--- config.mk ---
export PLATFORM = sky130hd
export DESIGN_NAME = alu_16bit
export DESIGN_NICKNAME = d
export VERILOG_FILES = /design/src/rtl/alu_pkg.sv /design/src/rtl/alu_addsub.sv /design/src/rtl/alu_16bit.sv
export SDC_FILE = /design/constraint.sdc
export NUM_CORES = 1
export LEC_CHECK = 0
export BUFFER_PORTS_ARGS = -buffer_cell sky130_fd_sc_hd__buf_2
export CORE_MARGIN = 2
export CORE_UTILIZATION = 55
export DETAILED_ROUTE_END_ITERATION = 10
export PLACE_DENSITY = 0.94
export SETUP_SLACK_MARGIN = 0.05
export SLEW_MARGIN = 15
export SYNTH_ARGS = -nofsm -noshare
export SYNTH_HDL_FRONTEND = slang
export SYNTH_SLANG_ARGS = --single-unit
--- constraint.sdc ---
create_clock -name clk -period 4 [get_ports clk]
set_clock_uncertainty 0.15 [all_clocks]
set_input_delay 0 -clock clk [delete_from_list [all_inputs] [get_ports clk]]
set_output_delay 0 -clock clk [all_outputs]
set_load 0.05 [all_outputs]
--- src/rtl/alu_pkg.sv ---
// ============================================================================
// Module      : alu_pkg
// Description : Opcode encodings and default data width shared by the ALU.
// Revision    : 1.0 - initial release
// ============================================================================
`default_nettype none

package alu_pkg;

  localparam int ALU_WIDTH = 16;

  localparam logic [3:0] ALU_ADD  = 4'b0000;
  localparam logic [3:0] ALU_SUB  = 4'b0001;
  localparam logic [3:0] ALU_AND  = 4'b0010;
  localparam logic [3:0] ALU_OR   = 4'b0011;
  localparam logic [3:0] ALU_XOR  = 4'b0100;
  localparam logic [3:0] ALU_SLT  = 4'b0101;
  localparam logic [3:0] ALU_SLL  = 4'b0110;
  localparam logic [3:0] ALU_SRL  = 4'b0111;
  localparam logic [3:0] ALU_SRA  = 4'b1000;
  localparam logic [3:0] ALU_SLTU = 4'b1001;

endpackage

`default_nettype wire

--- src/rtl/alu_addsub.sv ---
// ============================================================================
// Module      : alu_addsub
// Description : Shared adder/subtractor (invert-b plus carry-in) with signed
//               overflow detection.
// Revision    : 1.0 - initial release
// ============================================================================
`default_nettype none

module alu_addsub #(
  parameter int WIDTH = 16
) (
  input  logic [WIDTH-1:0] a_i,
  input  logic [WIDTH-1:0] b_i,
  input  logic             sub_i,
  output logic [WIDTH-1:0] sum_o,
  output logic             overflow_o
);

  logic [WIDTH-1:0] w_b_eff;

  assign w_b_eff = b_i ^ {WIDTH{sub_i}};
  assign sum_o   = a_i + w_b_eff + {{(WIDTH-1){1'b0}}, sub_i};

  // Signed overflow: like-signed operands into the adder producing a result of the other sign.
  assign overflow_o = (a_i[WIDTH-1] == w_b_eff[WIDTH-1]) && (sum_o[WIDTH-1] != a_i[WIDTH-1]);

endmodule

`default_nettype wire

--- src/rtl/alu_16bit.sv ---
// ============================================================================
// Module      : alu_16bit
// Description : 16-bit integer ALU with combinational result/flags and a
//               status register. Shift/SLTU ops enabled by macro ALU_SHIFT_EN.
// Revision    : 1.0 - initial release
// ============================================================================
`default_nettype none

module alu_16bit
  import alu_pkg::*;
#(
  parameter int WIDTH = ALU_WIDTH
) (
  input  logic             clk,
  input  logic             rst_n,
  input  logic [WIDTH-1:0] a,
  input  logic [WIDTH-1:0] b,
  input  logic [3:0]       alu_control,
  output logic [WIDTH-1:0] result,
  output logic             zero,
  output logic             overflow,
  output logic [WIDTH-1:0] result_q,
  output logic             zero_q,
  output logic             overflow_q
);

`ifdef ALU_SHIFT_EN
  localparam int SHAMT_W = $clog2(WIDTH);
`endif

  logic [WIDTH-1:0] w_sum;
  logic             w_sum_ovf;
  logic             w_sub;

  assign w_sub = (alu_control == ALU_SUB);

  alu_addsub #(
    .WIDTH (WIDTH)
  ) u_addsub (
    .a_i        (a),
    .b_i        (b),
    .sub_i      (w_sub),
    .sum_o      (w_sum),
    .overflow_o (w_sum_ovf)
  );

  always_comb begin
    result   = '0;
    overflow = 1'b0;
    case (alu_control)
      ALU_ADD,
      ALU_SUB: begin
        result   = w_sum;
        overflow = w_sum_ovf;
      end
      ALU_AND: result = a & b;
      ALU_OR:  result = a | b;
      ALU_XOR: result = a ^ b;
      // Direct signed compare, so subtraction overflow cannot corrupt SLT.
      ALU_SLT: result = {{(WIDTH-1){1'b0}}, ($signed(a) < $signed(b))};
`ifdef ALU_SHIFT_EN
      ALU_SLL:  result = a << b[SHAMT_W-1:0];
      ALU_SRL:  result = a >> b[SHAMT_W-1:0];
      ALU_SRA:  result = $unsigned($signed(a) >>> b[SHAMT_W-1:0]);
      ALU_SLTU: result = {{(WIDTH-1){1'b0}}, (a < b)};
`endif
      default: ;
    endcase
  end

  assign zero = (result == '0);

  always_ff @(posedge clk or negedge rst_n) begin
    if (!rst_n) begin
      result_q   <= '0;
      zero_q     <= 1'b1;
      overflow_q <= 1'b0;
    end else begin
      result_q   <= result;
      zero_q     <= zero;
      overflow_q <= overflow;
    end
  end

endmodule

`default_nettype wire

# Word-level counts from Yosys, hierarchy flattened
# Cells that the tools add are included.
classes:
  bitwise_logic: 4
  n_eq_ne: 7
  add_sub_neg: 2
  n_mux: 2
  n_reduce_logical: 4
  magnitude_cmp: 1
op_table:
  columns: ["operator", "count"]
  rows:
  - ["case mux 16 bit (5 select lines)", 1]
  - ["XOR 16 bit", 2]
  - ["adder 16 x 1 -> 16 bit", 1]
  - ["adder 16 bit", 1]
  - ["AND 16 bit", 1]
  - ["logical NOT 16 bit", 1]
  - ["less-than comparator 16 bit", 1]
  - ["bitwise OR 16 bit", 1]
  - ["== test 4 x 2 -> 1 bit, second input constant", 2]
  - ["== test 4 x 3 -> 1 bit, second input constant", 2]
  - ["== test 4 x 1 -> 1 bit, second input constant", 1]
  - ["logical NOT 4 bit", 1]
  - ["OR reduction 2 bit", 1]
  - ["== test 1 bit", 1]
  - ["logical AND 1 bit", 1]
  - ["two-way mux 1 bit", 1]
  - ["!= test 1 bit", 1]
totals:
  register_bits: 18
  word_cells: 23
  inputBits: 38

# Logic depth before layout (Yosys ltp)
logic_depth:
  depth_word: 7
  ltp_mapped: 14

# Cells and area by module
# A second synthesis with hierarchy kept.
hier_totals:
  hier_cells: 365
  area_unflattened_um2: 2945.3
by_module_without_submodules:
  columns: ["mod", "seq_area_each_um2", "area_each_um2", "cells_each", "instances"]
  rows:
  - ["alu_16bit", 451.7, 2037.0, 243, 1]
  - ["alu_addsub", 0.0, 908.4, 122, 1]

# Worst setup path before layout
# No wires, ideal clock.
synth_path:
  path_type: "input-to-reg"
  from: "input alu_control[3]"
  to: "register zero_q"
  cell_stages: 14
  required_time_ns: 3.661
  arrival_ns: 4.310
  setup_slack_ns: -0.649
  setup_ns: 0.189
  path_cell_list: "buf_4 nor4b_4 buf_6 buf_1 xnor2_1 ha_1 and3b_1 a221oi_4 a2111oi_4 nor2_1 xor2_1 o21ai_0 a2111o_1 nor3_2"
synth_between:
  elab_chain_len: 6
  word_cells_on_any_way: 12
  cone_classes: "2 x add/sub; 5 x eq/ne; 1 x mux; 1 x bitwise; 3 x reduce/logical"
synth_rtl:
  columns: ["item", "line", "source"]
  rows:
  - ["from (decl)", "alu_16bit.sv:18", "input logic [3:0] alu_control,"]
  - ["== test 4 x 1 -> 1 bit", "alu_16bit.sv:35, alu_16bit.sv:50", null]
  - ["XOR 16 bit", "alu_addsub.sv:21", "assign w_b_eff = b_i ^ {WIDTH{sub_i}};"]
  - ["adder 16 bit", "alu_addsub.sv:22", "assign sum_o = a_i + w_b_eff + {{(WIDTH-1){1'b0}}, sub_i};"]
  - ["adder 16 x 1 -> 16 bit", "alu_addsub.sv:22", null]
  - ["case mux 16 bit (5 select lines) *", "alu_16bit.sv:50", "case (alu_control)"]
  - ["via result[11]", "alu_16bit.sv:19", "output logic [WIDTH-1:0] result,"]
  - ["logical NOT 16 bit *", "alu_16bit.sv:71", "assign zero = (result == '0);"]
  - ["via zero", "alu_16bit.sv:20", "output logic zero,"]
  - ["to (signal assigned)", "alu_16bit.sv:80", "zero_q <= zero;"]
  - ["to (decl)", "alu_16bit.sv:23", "output logic zero_q,"]
# The timed path passes the listed nets; every way through them passes the cells marked *.

# Final worst setup path
layout_path:
  from: "input alu_control[1]"
  to: "output zero"
layout_between:
  elab_chain_len: 6
  word_cells_on_any_way: 12
  cone_classes: "2 x add/sub; 5 x eq/ne; 1 x mux; 1 x bitwise; 3 x reduce/logical"
layout_rtl:
  columns: ["item", "line"]
  rows:
  - ["== test 4 x 1 -> 1 bit", "alu_16bit.sv:35, alu_16bit.sv:50"]
  - ["XOR 16 bit", "alu_addsub.sv:21"]
  - ["adder 16 bit", "alu_addsub.sv:22"]
  - ["adder 16 x 1 -> 16 bit", "alu_addsub.sv:22"]
  - ["case mux 16 bit (5 select lines) *", "alu_16bit.sv:50"]
  - ["logical NOT 16 bit *", "alu_16bit.sv:71"]
  - ["to (decl)", "alu_16bit.sv:20"]
# Mark *: on every way between the ends. The rest lies on a longest branch, timed or not.

==> flow_summary.yaml <==
clocking:
  cts-root-buf: "clkbuf_8"
  cts_setup_buffers: 0
  ctsHtreeMaxLevel: 1
  cts_buffers: 3
  cts_tree: "yes"
  clk_pin_slew_ns: 0.06
  cts.sinks: 18
  clock_path_buffers: 2
setup_path:
  endpoint_kind: "output port"
  cp-start-kind: "primary input"
  worstSetupPathType: "primary input to output port"
  cp_data_required_time_ns: 3.85
  worst-path-max-fanout: 15
  cp_data_arrival_time_ns: 3.58
routing:
  drc: 0
  drt-total-wl_um: 8029
  drt_iter0_drc: 216
  viasPerCell: 6.048
  vias: 2927
  drt_first_pass_iters: 6
  antenna_left: 0
  wl_per_cell_um: 16.59
placed_design:
  routabilityCongestion: 0.9335
  dp_hpwl_um: 6437
  placed_cells: 477
  place_area_um2: 3341
  io_buffers: 73
timing:
  hold_viol: 0
  tns_ns: 0
  slew_headroom: 0.1635
  rsz0062_at_grt: "no"
  tightest_slew_ns: 1.252
  max_freq_mhz: 268.2
  finalCriticalPeriod_ns: 3.729
  period_share: 0.9322
  setup_viol: 0
  final_max_slew_viol_count: 0
die:
  placementRows: 26
  core_region_area_um2: 5107
  die_x_um: 76.63
  initial_utilization: 0.5681
  die_h_um: 76.63
  die_area_um2: 5872
  ios: 74
yosys:
  syn_inst: 341
  synth_ff_type: "dfrtp_1"
  synth-edff-count: 0
  synth_nets: 445
  async_flop_share: 1.000
  ys_ff_latch: 18
  ys_types: 60
  yosysWarnings: 0
  ys_seq_area_frac: 0.1557
  syn_area_per_cell_um2: 8.509
  synth_area_um2: 2902
global_route:
  grt_pass1_vias: 2810
  grt-ovfl-total: 0
  grt_max_degree: 25
  grt_first_pass_wirelength_um: 13080
  grt_usage: 0.2715
  antenna_found_initial: 0
final_layout:
  final_cells: 484
  layout-drive-gt1-share: 0.2295
  antenna-diode-count: 0
  nets: 519
  stdcell_area_um2: 3438
  fillers: 375
  area_growth_pct: 18.50
job:
  maxCapViolCount: 0
power_and_ir_drop:
  p_leak_uw: 0.001823
  ir_drop_uv: 200.7
  total_power_uw: 864.0
  power_density_nw_per_um2: 251.3
hold_path:
  hp-class: "primary input to flip-flop"
outcome:
  status: "complete, no violations"
sequential cells by signal, summed over array words and instances (netlist names):
register	count
result_q	16
overflow_q	1
zero_q	1
path summary, 6_finish.rpt:
check,startpoint,endpoint,cells after the start
max in group asynchronous,rst_n,zero_q,2
min in group asynchronous,rst_n,result_q[9],2
max,alu_control[1],zero,14
min,a[15],overflow_q,4
cell usage in the layout (no fill, tap or decap), types with 5 or more instances in the layout:
| cell type | count |
|---|---|
| dfrtp_1 | 17 |
| xor2_1 | 6 |
| nor2_1 | 27 |
| xnor2_1 | 17 |
| a21o_1 | 5 |
| inv_1 | 46 |
| nand2_1 | 14 |
| o21ai_0 | 10 |
| a22oi_1 | 6 |
| a221oi_1 | 5 |
| ha_1 | 65 |
| nand2b_1 | 5 |
| a21oi_1 | 19 |
| buf_2 | 72 |
| nor4_1 | 5 |
metal layers:
layer / track usage / share of wire / up-vias
met5: 0 / 0 / -
met4: 0.1145 / 0.032 / 0
met3: 0.02133 / 0.073 / 34
met2: 0.4867 / 0.49 / 163
met1: 0.3328 / 0.41 / 1369
li1: - / - / 1361
synth_stat cells (4+ instances only):
cell,n,share of area
o21bai_1,4,0.010
o21ai_0,13,0.022
a21o_1,5,0.013
nor4_1,5,0.011
nor2_1,27,0.035
clkbuf_1,7,0.0091
nand2_1,14,0.018
a221oi_1,5,0.015
xor2_1,6,0.018
a211oi_1,4,0.010
a21boi_0,4,0.010
o21a_1,4,0.010
a21oi_1,19,0.033
ha_1,65,0.28
a22oi_1,6,0.016
dfrtp_1,17,0.15
inv_1,46,0.060
nand2b_1,5,0.011
xnor2_1,17,0.051
a31oi_1,4,0.0086
kinds of logic (layout without fill, tap and decap cells):
group,count (synthesis),count (layout),share of synthesized area
mux,4,4,0.01423
xor+xnor,23,23,0.06943
fa+ha+maj,66,66,0.2872
flops,18,18,0.1557
simple gates,72,72,0.1315
compound gates,100,100,0.2605
buf+inv,58,131,0.08150
metrics by stage:
stage               setup slack (ns)  utilization  hold WS (ns)
CTS                           0.2148       0.6708       0.01228
floorplan                    0.05481            -       -0.4456
global route                 0.08779       0.6732       0.06446
finish                        0.2712       0.6732       0.03988
global placement              0.3960       0.6541       -0.2272
detailed placement            0.2263       0.6541       -0.2233
final cells by class:
cell class | instances | area [um^2] | share of cell area
multi-input cells | 265 | 2236 | 0.6503
flip-flops and latches | 18 | 451.7 | 0.1314
repair buffers | 80 | 431.7 | 0.1255
inverters | 47 | 176.4 | 0.05131
well taps | 70 | 87.58 | 0.02547
clock buffers | 4 | 55.05 | 0.01601
repair_timing:
action / CTS / global route
setup endpoints to repair: 0 / 1
resized for setup: 0 / 3
hold endpoints to repair: 19 / 0
hold buffers: 3 / 0
critical path, cell delays in order:
cell	delay, ns
buf_2	0.16
nor4b_4	0.40
buf_6	0.27
xnor2_1	0.15
ha_1	0.33
and3b_1	0.27
a221oi_4	0.41
a2111oi_4	0.13
nor2_1	0.20
o21ai_0	0.13
xor2_1	0.20
a2111o_1	0.49
nor3_4	0.18
clkbuf_4	0.25
power by group:
part,total (uW),internal [uW],switching [uW]
Sequential,201,198,3.34
Clock,142,87.3,54.7
Combinational,521,170,351
Total,864,455,409
Power figures use the tool's default switching activity.
